**src/rtl/bin2bcd_seq.sv**
```systemverilog
// bin2bcd_seq: sequential binary-to-BCD converter for the 7-segment display path.
// A signed (or unsigned) word is captured, reduced to its magnitude, and run
// through a shift-add-3 (double-dabble) engine one bit per clock. When the
// last bit has been shifted in, the BCD digits and a sign digit are
// registered and o_rdy stays high until the next request or reset.
//
// Handshake: o_rdy is a level-valid flag. It is high exactly while o_digits and
// o_sign hold a finished result (state DONE). i_start is a request that is
// accepted on any rising edge where the block is not busy (IDLE or DONE). It is
// ignored while o_busy is high. There is no back-pressure and no queuing.
module bin2bcd_seq #(
  parameter int DW       = 16,
  parameter int NDIG     = 5,
  parameter bit SIGNED   = 1'b1,
  parameter bit BLANK_LZ = 1'b0
) (
  input  logic              i_clk,
  input  logic              i_rst,
  input  logic              i_start,
  input  logic [DW-1:0]     i_data,
  output logic              o_busy,
  output logic              o_rdy,
  output logic [3:0]        o_sign,
  output logic [4*NDIG-1:0] o_digits
);

  localparam int WW = 4 * NDIG;
  localparam int CW = $clog2(DW + 1);

  localparam logic [3:0] SIGN_CODE  = 4'd10;
  localparam logic [3:0] BLANK_CODE = 4'hF;

  typedef enum logic [1:0] {
    ST_IDLE  = 2'd0,
    ST_SHIFT = 2'd1,
    ST_DONE  = 2'd2
  } state_t;

  // The digit count must hold the largest magnitude, 2^DW - 1 (or 2^(DW-1)).
  function automatic bit digits_fit();
    longint unsigned p;
    longint unsigned lim;
    bit ok;
    p   = 64'd1;
    lim = 64'd1 << DW;
    ok  = 1'b0;
    for (int i = 0; i < NDIG; i++) begin
      if (!ok) begin
        p = p * 64'd10;
        if (p > lim) ok = 1'b1;
      end
    end
    return ok;
  endfunction

  if (!digits_fit()) begin : g_ndig_check
    $error("bin2bcd_seq: NDIG too small, need 10^NDIG > 2^DW");
  end

  // Add 3 to every BCD digit that is 5 or more, all digits in parallel.
  function automatic logic [WW-1:0] add3_all(input logic [WW-1:0] w);
    logic [WW-1:0] r;
    r = w;
    for (int i = 0; i < NDIG; i++) begin
      if (w[4*i +: 4] >= 4'd5) r[4*i +: 4] = w[4*i +: 4] + 4'd3;
    end
    return r;
  endfunction

  // Replace zero digits above the highest nonzero digit with blank codes.
  // Digit 0 is always left numeric so a zero value still shows "0".
  function automatic logic [WW-1:0] blank_lz(input logic [WW-1:0] w);
    logic [WW-1:0] r;
    logic          seen;
    r    = w;
    seen = 1'b0;
    for (int i = NDIG - 1; i >= 1; i--) begin
      if (w[4*i +: 4] != 4'd0) seen = 1'b1;
      if (!seen) r[4*i +: 4] = BLANK_CODE;
    end
    return r;
  endfunction

  state_t          state_q, state_d;
  logic [DW-1:0]   mag_q, mag_d;
  logic [WW-1:0]   work_q, work_d;
  logic [CW-1:0]   cnt_q, cnt_d;
  logic            neg_q, neg_d;
  logic [WW-1:0]   digits_q, digits_d;
  logic [3:0]      sign_q, sign_d;

  logic            accept;
  logic            last_shift;
  logic [WW-1:0]   work_adj;
  logic [WW-1:0]   work_shifted;

  assign accept       = i_start && (state_q != ST_SHIFT);
  assign last_shift   = (state_q == ST_SHIFT) && (cnt_q == CW'(DW - 1));
  assign work_adj     = add3_all(work_q);
  assign work_shifted = {work_adj[WW-2:0], mag_q[DW-1]};

  // State and datapath registers with synchronous reset.
  always_ff @(posedge i_clk) begin
    if (i_rst) begin
      state_q  <= ST_IDLE;
      mag_q    <= '0;
      work_q   <= '0;
      cnt_q    <= '0;
      neg_q    <= 1'b0;
      digits_q <= '0;
      sign_q   <= BLANK_CODE;
    end else begin
      state_q  <= state_d;
      mag_q    <= mag_d;
      work_q   <= work_d;
      cnt_q    <= cnt_d;
      neg_q    <= neg_d;
      digits_q <= digits_d;
      sign_q   <= sign_d;
    end
  end

  // Next-state logic: IDLE/DONE -> SHIFT on request, SHIFT -> DONE after DW shifts.
  always_comb begin
    state_d = state_q;
    case (state_q)
      ST_IDLE:  if (i_start) state_d = ST_SHIFT;
      ST_SHIFT: if (last_shift) state_d = ST_DONE;
      ST_DONE:  if (i_start) state_d = ST_SHIFT;
      default:  state_d = ST_IDLE;
    endcase
  end

  // Datapath next values: capture on accept, one add-3/shift step per SHIFT cycle.
  always_comb begin
    mag_d    = mag_q;
    work_d   = work_q;
    cnt_d    = cnt_q;
    neg_d    = neg_q;
    digits_d = digits_q;
    sign_d   = sign_q;
    if (accept) begin
      // Negating the most negative value wraps back to 2^(DW-1), which is
      // exactly the wanted magnitude when read as unsigned.
      mag_d  = (SIGNED && i_data[DW-1]) ? DW'(-i_data) : i_data;
      neg_d  = SIGNED && i_data[DW-1];
      work_d = '0;
      cnt_d  = '0;
    end else if (state_q == ST_SHIFT) begin
      work_d = work_shifted;
      mag_d  = {mag_q[DW-2:0], 1'b0};
      cnt_d  = cnt_q + CW'(1);
      if (last_shift) begin
        digits_d = BLANK_LZ ? blank_lz(work_shifted) : work_shifted;
        sign_d   = neg_q ? SIGN_CODE : BLANK_CODE;
      end
    end
  end

  // Outputs: status flags decoded from state, result from its registers.
  always_comb begin
    o_busy   = (state_q == ST_SHIFT);
    o_rdy    = (state_q == ST_DONE);
    o_digits = digits_q;
    o_sign   = sign_q;
  end

endmodule

```
**config.mk**
```make
export PLATFORM = sky130hd
export DESIGN_NAME = bin2bcd_seq
export DESIGN_NICKNAME = d
export VERILOG_FILES = /design/src/rtl/bin2bcd_seq.sv
export SDC_FILE = /design/constraint.sdc
export NUM_CORES = 1
export LEC_CHECK = 0
export BUFFER_PORTS_ARGS = -buffer_cell sky130_fd_sc_hd__buf_2
export CAP_MARGIN = 20
export CORE_ASPECT_RATIO = 0.7
export CORE_UTILIZATION = 35
export CTS_CLUSTER_DIAMETER = 80
export DETAILED_ROUTE_END_ITERATION = 16
export PLACE_DENSITY = 0.6
export SETUP_SLACK_MARGIN = 0.4
export SLEW_MARGIN = 15
export SYNTH_ARGS = -nofsm -noshare
export SYNTH_HDL_FRONTEND = slang
export SYNTH_SLANG_ARGS = --single-unit
export TNS_END_PERCENT = 5
```
**constraint.sdc**
```tcl
create_clock -name i_clk -period 2 [get_ports i_clk]
set_input_delay 0 -clock i_clk [delete_from_list [all_inputs] [get_ports i_clk]]
set_output_delay 0 -clock i_clk [all_outputs]
set_load 0.02 [all_outputs]
```
==> impl_metrics.tcl <==
set metrics [dict create \
    startpoint "work_q[17]" \
    path_clk_slew_ns 0.05 \
    core_area_mm2 0.00911 \
    power_leakage_nw 1.61 \
    antenna_left 0 \
    synth_seq_area_share_pct 39.6 \
    yosys-top-cells-count "dfxtp_1 (65), a21oi_1 (40), nand2_1 (32)" \
    internal_power_mw 2.63 \
    via_per_inst 5.09 \
    power.total_mw 3.40 \
    fin_tns_setup_ns 0 \
    hold_viol 0 \
    path_class "reg2reg" \
    switching_share_pct 22.8 \
    area_growth_pct 24.2 \
    dieArea_mm2 0.00980 \
    clock_sinks 65 \
    startpoint_type "register" \
    clk_latency_ns 0.33 \
    synth.avg_cell_area_um2 8.37 \
    synth_cell_types 50 \
    period_minus_slack_ns 1.60 \
    critical_path_arrival_ns 1.86 \
    r2r-start "work_q[17]" \
    drt-initial-drc-count 90 \
    yosys.area.top_type "dfxtp_1" \
    synth_edf_count 0 \
    critPathMaxFanout 3 \
    hp-start "i_data[0]" \
    finalMaxSlewViolations 0 \
    synth_most_common_cell "dfxtp_1" \
    finalWirelength_mm 7.88 \
    antenna_cells 0 \
    power_density_mw_per_mm2 833 \
    max_freq_mhz 623 \
    tritoncts "yes" \
    drive_gt1_share_pct 21.5 \
    drc 0 \
    fin_skew_ns 0.00524 \
    endpoint_kind "register" \
    finalCritPeriodShare_pct 80.2 \
    initial_utilization_pct 36.1 \
    die-width_um 118 \
    status "finished, final reports clean" \
    max_cap_violations 0 \
    grt-ovfl-total 0 \
    synthFlopType "dfxtp_1" \
    clockRootBuffer "clkbuf_16" \
    setup_violations 0 \
    htreeDepth 3 \
    synth.top_cell.area_share_pct 39.6 \
    seqPwrFrac_pct 40.0 \
    grt_max_degree 26 \
    grt_pass1_wl_mm 13.2 \
    antenna_found_initial 0 \
    clock_path_buffers 2 \
    ys_ff_latch 65 \
    rr_worst_depth 6 \
    io_buffers 42 \
    p_clk_share_pct 50.5 \
    dpl.hpwl_mm 5.55 \
    synthArstFlopShare_pct 0 \
    worstPathRequired_ns 2.26 \
    hold_depth 3 \
    dr.pass1.iters 4 \
    comb_power_share_pct 9.5 \
    wl_per_cell_um 13.8 \
    grt_usage_pct 17.1 \
    rsz0062_at_grt "true" \
    fin_nets 474 \
    hp-class "in2reg" \
    seq_area_mm2 0.00130 \
    p_switching_mw 0.777 \
    multiInputGateArea_mm2 0.00184 \
    place_congestion 0.812 \
    ios 45 \
    cts_buffers 9 \
    vias 2906 \
    syn_area_mm2 0.00329 \
    rows 29 \
    fillers 914 \
    synthCells 393 \
    grt_pass1_vias 2798 \
    yosysWarnings 0 \
    synth.area.top_cells "dfxtp_1 (40%), a21oi_1 (6.1%), ha_1 (4.9%)" \
    fp.dieH_um 83.1 \
    ir_drop_v 0.000416 \
]
-- what timing repair did --
| item | in CTS | in global routing |
|---|---|---|
| endpoints found under the hold margin | 6 | 0 |
| setup buffers | 0 | 2 |
| pin swaps | 0 | 2 |
| gates resized for setup | 2 | 11 |
| hold buffers | 6 | 0 |
| setup endpoints to repair | 21 | 40 |
-- routing by layer --
layer	GRT usage, %	part of all wire [%]	up-vias
met3	6.32	5.1	8
met5	0	0	-
met4	4.66	0.77	0
li1	-	-	1488
met2	26.5	45	47
met1	22.3	49	1363
-- layout by cell type (no fill, tap or decap), types with 3 or more instances in the layout --
cell type,n
ha_1,11
dfxtp_1,65
clkbuf_16,9
a21oi_1,36
inv_1,19
a21oi_2,4
o22ai_1,17
buf_2,42
nand2_2,3
a211oi_1,10
mux2_2,5
xor2_1,8
or3_1,3
nand3_1,18
nor3b_1,8
buf_4,16
o31ai_1,6
xnor2_1,7
clkbuf_1,3
nand3b_1,4
mux2i_1,7
nor2_1,24
and3_1,7
dlygate4sd3_1,6
nand2b_1,6
nor2b_1,5
o21ai_0,29
nand2_1,29
-- registers in the layout, summed over array words and instances (netlist names) --
name	count
o_digits	20
state_q	2
o_sign	1
neg_q	1
cnt_q	5
mag_q	16
work_q	20
-- layout make-up --
type / count / share of cell area, %
Tap cell: 124 / 3.80
Clock buffer: 14 / 6.46
Sequential cell: 65 / 31.8
Clock inverter: 2 / 1.47
Timing Repair Buffer: 64 / 9.55
Multi-Input combinational cell: 283 / 45.1
Inverter: 19 / 1.75
-- worst paths after layout --
path | to | slack (ns)
hold / removal | mag_q[0] | 0.008
setup / recovery | work_q[18] | 0.40
setup reg to reg | work_q[18] | 0.40
hold reg to reg | mag_q[2] | 0.45
-- power by group through the flow --
stage	Sequential (mW)	Combinational [mW]	Clock, mW
5_1_grt	1.36	0.363	1.81
6_report	1.36	0.324	1.72
4_1_cts	1.36	0.321	1.75
3_3_place_gp	1.39	0.302	0
3_5_place_dp	1.39	0.310	0
2_1_floorplan	1.38	0.221	0
-- through the flow --
stage	instances	worst slack [ns]	hold slack (ns)	utilization, %	instance area, µm²
floorplan	394	0.388	0.0787	-	3300
global placement	547	0.308	0.307	40.0	3640
detailed placement	547	0.228	0.315	40.0	3640
CTS	569	0.346	0.00400	44.3	4030
global route	571	0.307	0.00451	44.9	4090
finish	571	0.396	0.00762	44.9	4090
-- kinds of logic (layout without fill, tap and decap cells) --
| logic type | after synthesis | in the layout | synth area share, % |
|---|---|---|---|
| DFF | 65 | 65 | 39.6 |
| other | 1 | 2 | 0.114 |
| adders and majority gates | 13 | 13 | 4.94 |
| muxes | 12 | 12 | 3.84 |
| and+or+nand+nor | 127 | 127 | 21.0 |
| buffers and inverters | 46 | 99 | 5.86 |
| AOI/OAI and AO/OA | 114 | 114 | 20.7 |
| xor gates and xnor gates | 15 | 15 | 3.99 |
-- critical path, stage by stage (launching register included) --
cell	delay, ns
dfxtp_1	0.35
inv_1	0.08
ha_1	0.17
nand2b_1	0.13
a21oi_1	0.25
mux2_2	0.39
o22ai_1	0.16
(Power assumes the default switching activity.)
